## src/rtl/rr_arbiter_dataless_pkg.sv

```systemverilog
// Shared helpers for round-robin arbitrated control blocks: index width
// derivation and wrap-around index increment.
package rr_arbiter_dataless_pkg;

  function automatic int clog2_min1(input int n);
    return (n <= 2) ? 1 : $clog2(n);
  endfunction

  function automatic int unsigned incr_wrap(input int unsigned idx, input int unsigned size);
    return (idx + 1 >= size) ? 0 : idx + 1;
  endfunction

endpackage

```

## src/rtl/rr_arbiter_dataless_if.sv

```systemverilog
// Handshake bundle between SIZE dataless requesters and one indexed output.
// master = requester/consumer environment, slave = the arbiter.
interface rr_arbiter_dataless_if
  import rr_arbiter_dataless_pkg::*;
#(
  parameter int SIZE = 2,
  localparam int INDEX_WIDTH = clog2_min1(SIZE)
);
  logic [SIZE-1:0]        ins_valid;
  logic [SIZE-1:0]        ins_ready;
  logic                   outs_valid;
  logic                   outs_ready;
  logic [INDEX_WIDTH-1:0] index;

  modport master (
    output ins_valid, outs_ready,
    input  ins_ready, outs_valid, index
  );

  modport slave (
    input  ins_valid, outs_ready,
    output ins_ready, outs_valid, index
  );
endinterface

```

## src/rtl/rr_arbiter_dataless_priority_select.sv

```systemverilog
// Rotating-priority select: first valid requester at or after ptr, wrapping,
// found by one priority encode over {valid, valid masked below ptr}.
module rr_priority_select
  import rr_arbiter_dataless_pkg::*;
#(
  parameter int SIZE = 2,
  localparam int IW = clog2_min1(SIZE)
) (
  input  logic [SIZE-1:0] valid,
  input  logic [IW-1:0]   ptr,
  output logic [SIZE-1:0] grant,
  output logic [IW-1:0]   grant_idx,
  output logic            any_valid
);
  logic [SIZE-1:0]   masked;
  logic [2*SIZE-1:0] dbl;
  int                first;

  always_comb begin
    masked = '0;
    for (int i = 0; i < SIZE; i++) masked[i] = valid[i] && (i >= int'(ptr));
  end

  // Masked copy sits in the low half so it wins; the full copy above it
  // supplies the wrapped-around candidates.
  assign dbl       = {valid, masked};
  assign any_valid = |valid;

  always_comb begin
    first = 0;
    for (int j = 2 * SIZE - 1; j >= 0; j--) begin
      if (dbl[j]) first = j;
    end
    if (first >= SIZE) first = first - SIZE;
    grant_idx = IW'(first);
    grant     = '0;
    for (int i = 0; i < SIZE; i++) grant[i] = any_valid && (i == first);
  end
endmodule

```

## src/rtl/rr_arbiter_dataless.sv

```systemverilog
// Round-robin merge of SIZE dataless request channels into one registered
// output channel that carries the granted requester index.
module rr_arbiter_dataless
  import rr_arbiter_dataless_pkg::*;
#(
  parameter int SIZE = 2,
  localparam int INDEX_WIDTH = clog2_min1(SIZE)
) (
  input logic                 clk,
  input logic                 rst,
  rr_arbiter_dataless_if.slave bus
);
  logic                   slot_valid;
  logic [INDEX_WIDTH-1:0] slot_index;
  logic [INDEX_WIDTH-1:0] ptr;
  logic [SIZE-1:0]        grant;
  logic [INDEX_WIDTH-1:0] grant_idx;
  logic                   any_valid;
  logic                   can_load;
  logic                   take;

  rr_priority_select #(.SIZE(SIZE)) u_sel (
    .valid     (bus.ins_valid),
    .ptr       (ptr),
    .grant     (grant),
    .grant_idx (grant_idx),
    .any_valid (any_valid)
  );

  assign can_load = ~slot_valid | bus.outs_ready;
  // rst gating keeps every ins_ready low for the whole reset interval.
  assign take          = rst & can_load & any_valid;
  assign bus.ins_ready = take ? grant : '0;

  assign bus.outs_valid = slot_valid;
  assign bus.index      = slot_index;

  always_ff @(posedge clk or negedge rst) begin
    if (!rst) begin
      slot_valid <= 1'b0;
      slot_index <= '0;
      ptr        <= '0;
    end else if (take) begin
      slot_valid <= 1'b1;
      slot_index <= grant_idx;
      ptr        <= INDEX_WIDTH'(incr_wrap(32'(grant_idx), SIZE));
    end else if (bus.outs_ready) begin
      slot_valid <= 1'b0;
    end
  end
endmodule

```

## src/flat_wrapper.sv

```systemverilog
// flat-port wrapper written by rule: the top's interface ports become plain ports
module rr_arbiter_dataless_flat import rr_arbiter_dataless_pkg::*;
#(
  parameter int SIZE = 2,
  localparam int INDEX_WIDTH = clog2_min1(SIZE)
)
  (clk, rst, bus_ins_valid, bus_outs_ready, bus_ins_ready, bus_outs_valid, bus_index);
  rr_arbiter_dataless_if #(.SIZE(SIZE)) bus_i ();
  input logic clk;
  input logic rst;
  input wire logic [$bits(bus_i.ins_valid)-1:0] bus_ins_valid;
  input wire logic [$bits(bus_i.outs_ready)-1:0] bus_outs_ready;
  output wire logic [$bits(bus_i.ins_ready)-1:0] bus_ins_ready;
  output wire logic [$bits(bus_i.outs_valid)-1:0] bus_outs_valid;
  output wire logic [$bits(bus_i.index)-1:0] bus_index;
  assign bus_i.ins_valid = bus_ins_valid;
  assign bus_i.outs_ready = bus_outs_ready;
  assign bus_ins_ready = bus_i.ins_ready;
  assign bus_outs_valid = bus_i.outs_valid;
  assign bus_index = bus_i.index;
  rr_arbiter_dataless #(.SIZE(SIZE)) u_core (.clk(clk), .rst(rst), .bus(bus_i));
endmodule
```

## config.mk

```make
export PLATFORM = sky130hd
export DESIGN_NAME = rr_arbiter_dataless_flat
export DESIGN_NICKNAME = d
export VERILOG_FILES = /design/src/rtl/rr_arbiter_dataless_pkg.sv /design/src/rtl/rr_arbiter_dataless_if.sv /design/src/rtl/rr_arbiter_dataless_priority_select.sv /design/src/rtl/rr_arbiter_dataless.sv /design/src/flat_wrapper.sv
export SDC_FILE = /design/constraint.sdc
export NUM_CORES = 1
export LEC_CHECK = 0
export BUFFER_PORTS_ARGS = -buffer_cell sky130_fd_sc_hd__buf_4
export CAP_MARGIN = 20
export CORE_AREA = 2 2 39 41
export CTS_CLUSTER_DIAMETER = 120
export DETAILED_ROUTE_END_ITERATION = 6
export DIE_AREA = 0 0 41 43
export GPL_ROUTABILITY_DRIVEN = 0
export PLACE_DENSITY_LB_ADDON = 0.2
export SLEW_MARGIN = 10
export SYNTH_ARGS = -nofsm -noshare
export SYNTH_HDL_FRONTEND = slang
export SYNTH_SLANG_ARGS = --single-unit
```

## constraint.sdc

```tcl
create_clock -name clk -period 2.01 [get_ports clk]
set_clock_uncertainty 0.15 [all_clocks]
set_input_delay 0.1005 -clock clk [delete_from_list [all_inputs] [get_ports clk]]
set_output_delay 0.1005 -clock clk [all_outputs]
set_load 0.01 [all_outputs]
```

Word-level counts from Yosys, hierarchy flattened --
Index checks and enable logic that the tools add are counted.
Operators by class: reductions and logical operators 6, eq/ne operators 1, order comparisons 3, add/sub/neg operators 2, bitwise logic cells 4, muxes and demuxes 8
Operators by type and width (count):
- $mux 32 | 3
- $eq 2x32->1 const A | 1
- $ge 32x3->1 const B | 1
- $logic_not 32->1 | 1
- $sub 32x3->32 const B | 1
- $mux 2 | 2
- $logic_and 1x1->1 | 3
- $mux 1 | 3
- $add 1x1->2 const B | 1
- $and 1x1->1 | 2
- $ge 2x2->1 const B | 1
- $reduce_bool 2->1 | 1
- $reduce_or 2->1 | 1
- $ge 1x1->1 const A | 1
- $not 1->1 | 1
- $or 1x1->1 | 1
Storage, ports and cells: bits in registers 3, input bits 5, word-level logic and storage cells 27, output and inout bits 4

Logic depth before layout (Yosys ltp) --
Gate-level depths: netlist (run 1).
word-level depth 8, gate-level depth with buffers 3, depth with buffers taken out 3

Hierarchy --
Synthesis (run 1) repeated with hierarchy kept, for this count alone.
Second synthesis, totals: cell total of the unflattened synthesis 18, area total of the unflattened synthesis 183.9 um^2
Modules (own cells, without submodules):
- rr_arbiter_dataless | area an instance 151.4 um^2, sequential area each 75.1 um^2, instances 1, cells each 13
- rr_priority_select | area an instance 32.5 um^2, sequential area each 0.0 um^2, instances 1, cells each 5

Worst setup path after synthesis (run 1) --
Ideal clock, no wire load.
path kind register to output, start point reg u_core.slot_valid, in the netlist u_core.bus.outs_valid, end point out bus_ins_ready[1], data required time 1759 ps, data arrival time 878 ps, path buffers 0, stages on the path, launching flop included 4, slack 881 ps, cells stage by stage dfrtp_1 > nand2b_4 > and3_4 > a21boi_2
Between the ends: longest elaborated chain between the ends 5
RTL lines:
- start, declared | line rr_arbiter_dataless.sv:13 | logic slot_valid;
- start signal, assigned | line rr_arbiter_dataless.sv:40 | slot_valid <= 1'b0;
- start signal, assigned | line rr_arbiter_dataless.sv:44 | slot_valid <= 1'b1;
- start signal, assigned | line rr_arbiter_dataless.sv:48 | slot_valid <= 1'b0;
- $not 1->1 | line rr_arbiter_dataless.sv:30 | assign can_load = ~slot_valid | bus.outs_ready;
- $or 1x1->1 | line rr_arbiter_dataless.sv:30
- $and 1x1->1 (2 in a row) | line rr_arbiter_dataless.sv:32 | assign take = rst & can_load & any_valid;
- $mux 2 | line rr_arbiter_dataless.sv:33 | assign bus.ins_ready = take ? grant : '0;
- end, declared | line flat_wrapper.sv:13 | output wire logic [$bits(bus_i.ins_ready)-1:0] bus_ins_ready;
Every way passes these cells.

Final worst setup path (run 1) --
start point in bus_outs_ready, end point out bus_ins_ready[1]
Between the ends: longest elaborated chain between the ends 4
RTL lines:
- start, declared | line flat_wrapper.sv:12 | input wire logic [$bits(bus_i.outs_ready)-1:0] bus_outs_ready;
- $or 1x1->1 | line rr_arbiter_dataless.sv:30
- $and 1x1->1 (2 in a row) | line rr_arbiter_dataless.sv:32
- $mux 2 | line rr_arbiter_dataless.sv:33
Every way passes these cells.

==> run_results.csv, run 1 <==
group,metric,value,unit
detailed_routing,drc,0,
detailed_routing,first_iter_violations,2,
place,io_buffers,8,
pwr,seqPwrFrac,0.319,
synth,synth_seq_area_share,0.476,
clock_tree,path_clk_slew,0.04,ns
clock_tree,cts_setup_buffers,0,
floorplanning,core_area,0.00138,sq mm
synth,syn_nets,19,
setup_path,reg2reg_depth,3,
floorplanning,dieArea,0.00176,sq mm
setup_path,worst_setup_path_start_kind,"primary input",
clock_tree,cts_resized,0,
detailed_routing,ant_nets,0,
detailed_routing,vias,164,
setup_path,ff2ff_setup_slack,0.93,ns
sta,period_share,0.804,
setup_path,arrival,1.37,ns
sta,finalHoldViolations,0,
detailed_routing,drt_wl_total,443,um
status,status,"finished, final reports clean",
cells_and_area,drive_above_1_share,0.467,
synth,synth_cell_types,12,
detailed_routing,post_drt_wl_per_cell,9.63,um
clock_tree,cts_tree,"done",
floorplanning,rows,14,
clock_tree,cts_sinks,3,
cells_and_area,nNetsFinal,36,
synth,syn_area,158,sq um
cells_and_area,diodes,0,
synth,synthCells,14,
pwr,netSwitchingFraction,0.271,
global_routing,grt_max_degree,7,
sta,slew_headroom,0.905,
cells_and_area,final_cell_mix,"8 x buf_4, 4 x dlygate4sd3_1, 3 x clkbuf_4, 3 x dfrtp_1",
global_routing,antenna_found_initial,0,
clock_tree,htree_levels,1,
sta,grt_setup_unrepaired,"no",
cells_and_area,postLayoutCellArea,304,sq um
setup_path,r2r_end,"u_core.bus.index$_DFFE_PN0P_",
floorplanning,start_util,0.114,
floorplanning,die_h,43,um
global_routing,grt_usage,0.0673,
sta,fmax,619,MHz
setup_path,crit_start,"bus_outs_ready",
setup_path,crit_fanout,3,
sta,post-route-min-period,1.62,ns
global_routing,overflow,0,
pwr,p_leak,0.146,nW
cells_and_area,final_common_cell,"buf_4",
worst_hold_path,hp-class,"in -> async",
clock_tree,clock_latency,0.24,ns
cells_and_area,final_core_util,0.220,
clock_tree,root_buffer,"clkbuf_4",
synth,yosysWarnings,0,
pwr,power.density,803,mW/mm^2
setup_path,worst_ep_required_time,1.76,ns
pwr,p_int,0.178,mW
detailed_routing,viasPerCell,3.57,
place,postPlaceCellArea,238,sq um
setup_path,critical_path.endpoint,"bus_ins_ready[1]",
clock_tree,cts_buffers,3,
setup_path,crit_path_end_kind,"primary output",
floorplanning,die_w,41,um
pwr,switchingPower,0.0663,mW
global_routing,grt_pass1_vias,170,
detailed_routing,drt_pre_antenna_iters,2,
clock_tree,cts_buffer_depth,2,
synth,avgSynthCellArea,11.3,sq um
sta,finalSetupTns,0,ns
flow_run,maxCapViolations,0,
sta,finalSetupViolCount,0,
synth,ys_seq_elements,3,
cells_and_area,area_growth,92.9,%
pwr,p_clk_frac,0.459,
sta,whs,0.0492,ns
pwr,ir_worst_vdd,0.241,mV
sta,slew_violations,0,
sta,tightest_slew,0.139,ns
setup_path,worstSetupPathType,"in -> out",
floorplanning,io_pins,9,
pwr,p_total,0.244,mW
setup_path,rr_startpoint,"u_core.bus.outs_valid$_DFFE_PN0P_",
pwr,power_frac_comb,0.222,
global_routing,grt_pass1_wl,662,um
-- worst max-delay path, cell delays in order --
cell,delay (ns)
dlygate4sd3_1,0.54
buf_4,0.13
nand2b_4,0.13
and3_4,0.18
a21boi_2,0.14
buf_4,0.14
-- worst min path at each step --
stage | end | slack (ns) | cells after the start
after detailed placement | u_core.bus.outs_valid$_DFFE_PN0P_ | -0.24 | 1
after floorplan | u_core.bus.index$_DFFE_PN0P_ | -0.35 | 0
after global routing | u_core.bus.outs_valid$_DFFE_PN0P_ | 0.04 | 2
after global placement | u_core.bus.outs_valid$_DFFE_PN0P_ | -0.25 | 1
after CTS | u_core.bus.outs_valid$_DFFE_PN0P_ | 0.05 | 2
final | u_core.bus.outs_valid$_DFFE_PN0P_ | 0.05 | 2
-- power groups by stage --
stage	Combinational, mW	Sequential [mW]	Clock (mW)
CTS	0.0551	0.0777	0.117
floorplan	0.0207	0.0803	0
global route	0.0596	0.0791	0.125
global placement	0.0474	0.0779	0
detailed placement	0.0477	0.0783	0
finish	0.0542	0.0778	0.112
-- cells in the mapped netlist (all sizes together) --
library cell	instances	area, sq um
mux2i	1	10.0
a21boi	1	11.3
o21ai	1	5.00
and3	1	11.3
o22a	1	8.76
nand2	1	3.75
inv	1	3.75
nor2	1	3.75
nand3	1	5.00
dfrtp	3	75.1
and2	1	6.26
nand2b	1	13.8
-- metrics by stage --
stage,setup WS (ns),cells
finish,0.393,46
global route,0.356,46
CTS,0.382,46
detailed placement,0.832,38
global placement,0.840,38
floorplan,0.881,14
-- metal layers --
layer	vias to the layer above	share of wire	GRT usage
met2	8	0.42	0.0750
met4	0	0	0.0800
met5	-	0	0
met3	0	0.11	0.0628
li1	82	-	-
met1	74	0.47	0.0613
-- cell families after synthesis --
kind of cell | Yosys count | share of synthesized area
muxes | 1 | 0.0635
and+or+nand+nor | 6 | 0.278
DFF | 3 | 0.476
AOI/OAI and AO/OA | 3 | 0.159
buffers and inverters | 1 | 0.0238
-- registers in the layout, indices dropped and copies added (netlist names) --
| register | count |
|---|---|
| u_core.ptr | 1 |
| u_core.bus.index | 1 |
| u_core.bus.outs_valid | 1 |
-- what timing repair did --
action / CTS / global route
hold buffers: 4 / 0
hold endpoints to repair: 4 / 0
endpoints found under the setup margin: 0 / 0
-- cell type report --
| type | instances | area, sq um |
|---|---|---|
| fill | 159 | 1080 |
| timing repair buffer | 12 | 100 |
| multi-input combinational | 10 | 78.8 |
| sequential | 3 | 75.1 |
| clock buffer | 4 | 26.3 |
| tap | 16 | 20.0 |
| inverter | 1 | 3.75 |
(Power assumes the default switching activity.)
==> run 2, diff against run 1 <==
==> constraint.sdc (replaced) <==
create_clock -name clk -period 1.4 [get_ports clk]
set_clock_uncertainty 0.15 [all_clocks]
set_input_delay 0.07 -clock clk [delete_from_list [all_inputs] [get_ports clk]]
set_output_delay 0.07 -clock clk [all_outputs]
set_load 0.01 [all_outputs]
==> run_results.csv, run 2 (same netlist as run 1, synthesis figures left out) <==
group,metric,value,unit
setup_path,worst_ep_required_time,1.18,ns
clock_tree,htree_levels,1,
detailed_routing,vias,170,
cells_and_area,drive_above_1_share,0.484,
detailed_routing,drc,0,
cells_and_area,nFillCells,163,
floorplanning,start_util,0.114,
place,place_inst,38,
detailed_routing,post_drt_wl_per_cell,9.49,um
sta,period_share,0.981,
floorplanning,die_w,41,um
floorplanning,io_pins,9,
clock_tree,clock_latency,0.24,ns
cells_and_area,diodes,0,
setup_path,worst_setup_path_start_kind,"flip-flop",
sta,fin_ws,0.0264,ns
floorplanning,dieArea,0.00176,sq mm
sta,finalSetupViolCount,0,
cells_and_area,nNetsFinal,37,
global_routing,grt_usage,0.0704,
sta,finalHoldViolations,0,
sta,slew_violations,0,
setup_path,worstSetupPathType,"reg -> out",
global_routing,grt_max_degree,5,
status,status,"finished, final reports clean",
flow_run,maxCapViolations,0,
sta,tightest_slew,0.184,ns
clock_tree,root_buffer,"clkbuf_4",
setup_path,crit_path_end_kind,"primary output",
detailed_routing,drt_pre_antenna_iters,2,
global_routing,grt_pass1_wl,703,um
floorplanning,core_area,0.00138,sq mm
global_routing,overflow,0,
floorplanning,die_h,43,um
clock_tree,path_clk_slew,0.05,ns
place,io_buffers,8,
detailed_routing,viasPerCell,3.62,
floorplanning,rows,14,
global_routing,grt_pass1_vias,183,
setup_path,crit_fanout,3,
place,place_ws,0.252,ns
pwr,power.density,1140,mW/mm^2
sta,post-route-min-period,1.37,ns
pwr,power_frac_comb,0.227,
pwr,ir_worst_vdd,0.350,mV
pwr,p_int,0.258,mW
clock_tree,cts_buffer_depth,2,
pwr,p_clk_frac,0.458,
detailed_routing,first_iter_violations,2,
pwr,p_leak,0.151,nW
pwr,seqPwrFrac,0.315,
sta,slew_headroom,0.877,
cells_and_area,layout.cells.non_filler,47,
pwr,p_total,0.355,mW
pwr,netSwitchingFraction,0.274,
cells_and_area,final_cell_mix,"9 x buf_4, 4 x dlygate4sd3_1, 3 x clkbuf_4, 3 x dfrtp_1",
pwr,switchingPower,0.0970,mW
sta,fmax,728,MHz
detailed_routing,ant_nets,0,
global_routing,antenna_found_initial,0,
clock_tree,cts_buffers,3,
clock_tree,cts_sinks,3,
cells_and_area,final_common_cell,"buf_4",
detailed_routing,drt_wl_total,446,um
cells_and_area,area_growth,97.6,%
sta,grt_setup_unrepaired,"yes",
worst_hold_path,hp-class,"in -> async",
setup_path,arrival,1.15,ns
clock_tree,cts_tree,"done",
[run 2: metal layers]
metal  wire length [um]  global-route usage  vias up
li1                   -                   -       83
met1                191              0.0645       79
met2                186              0.0781        8
met3                 68              0.0681        0
met4                  0              0.0800        0
met5                  0                   0        -
[run 2: critical path, cell delays in order (launching register included)]
cell	delay, ns
dfrtp_1	0.40
nand2b_4	0.08
and3_4	0.17
a21boi_2	0.14
buf_4	0.12
[run 2: layout make-up]
cell class	instances	area [sq um]	area share
sequential	3	75.1	0.241
inverter	1	3.75	0.0120
tap	16	20.0	0.0643
multi-input combinational	10	78.8	0.253
clock buffer	4	26.3	0.0843
timing repair buffer	13	108	0.345
[run 2: power groups by stage]
| stage | Sequential, mW | Clock [mW] | Combinational, mW |
|---|---|---|---|
| after floorplan | 0.115 | 0 | 0.0297 |
| after global placement | 0.112 | 0 | 0.0680 |
| after detailed placement | 0.112 | 0 | 0.0686 |
| after CTS | 0.112 | 0.168 | 0.0815 |
| after global routing | 0.114 | 0.180 | 0.0878 |
| final | 0.112 | 0.163 | 0.0805 |
[run 2: stage by stage]
stage	hold WS (ns)	util	area [sq um]	setup TNS, ns
3_3_place_gp	-0.278	0.172	238	0
4_1_cts	0.0381	0.225	312	0
5_1_grt	0.0490	0.225	312	-0.0317
3_5_place_dp	-0.275	0.172	238	0
2_1_floorplan	-0.376	-	158	0
6_report	0.0461	0.225	312	0
[run 2: timing repair]
action                                  in CTS  in global routing
pin swaps                                    1                  1
gates resized for setup                      0                  0
setup buffers                                1                  0
hold buffers                                 4                  0
endpoints found under the hold margin        4                  0
endpoints found under the setup margin       1                  1
[run 2: worst paths after layout]
check                                                         end  slack (ns)                         startpoint  cells past startpoint
worst min register to register             u_core.ptr$_DFFE_PN0P_        0.36             u_core.ptr$_DFFE_PN0P_                      1
max in group asynchronous                  u_core.ptr$_DFFE_PN0P_        0.87                                rst                      2
min in group clk                           u_core.ptr$_DFFE_PN0P_        0.05                                rst                      3
worst max-delay path                             bus_ins_ready[1]        0.03  u_core.bus.outs_valid$_DFFE_PN0P_                      4
worst min-delay path            u_core.bus.outs_valid$_DFFE_PN0P_        0.05                                rst                      2
worst max register to register  u_core.bus.outs_valid$_DFFE_PN0P_        0.07  u_core.bus.outs_valid$_DFFE_PN0P_                      3
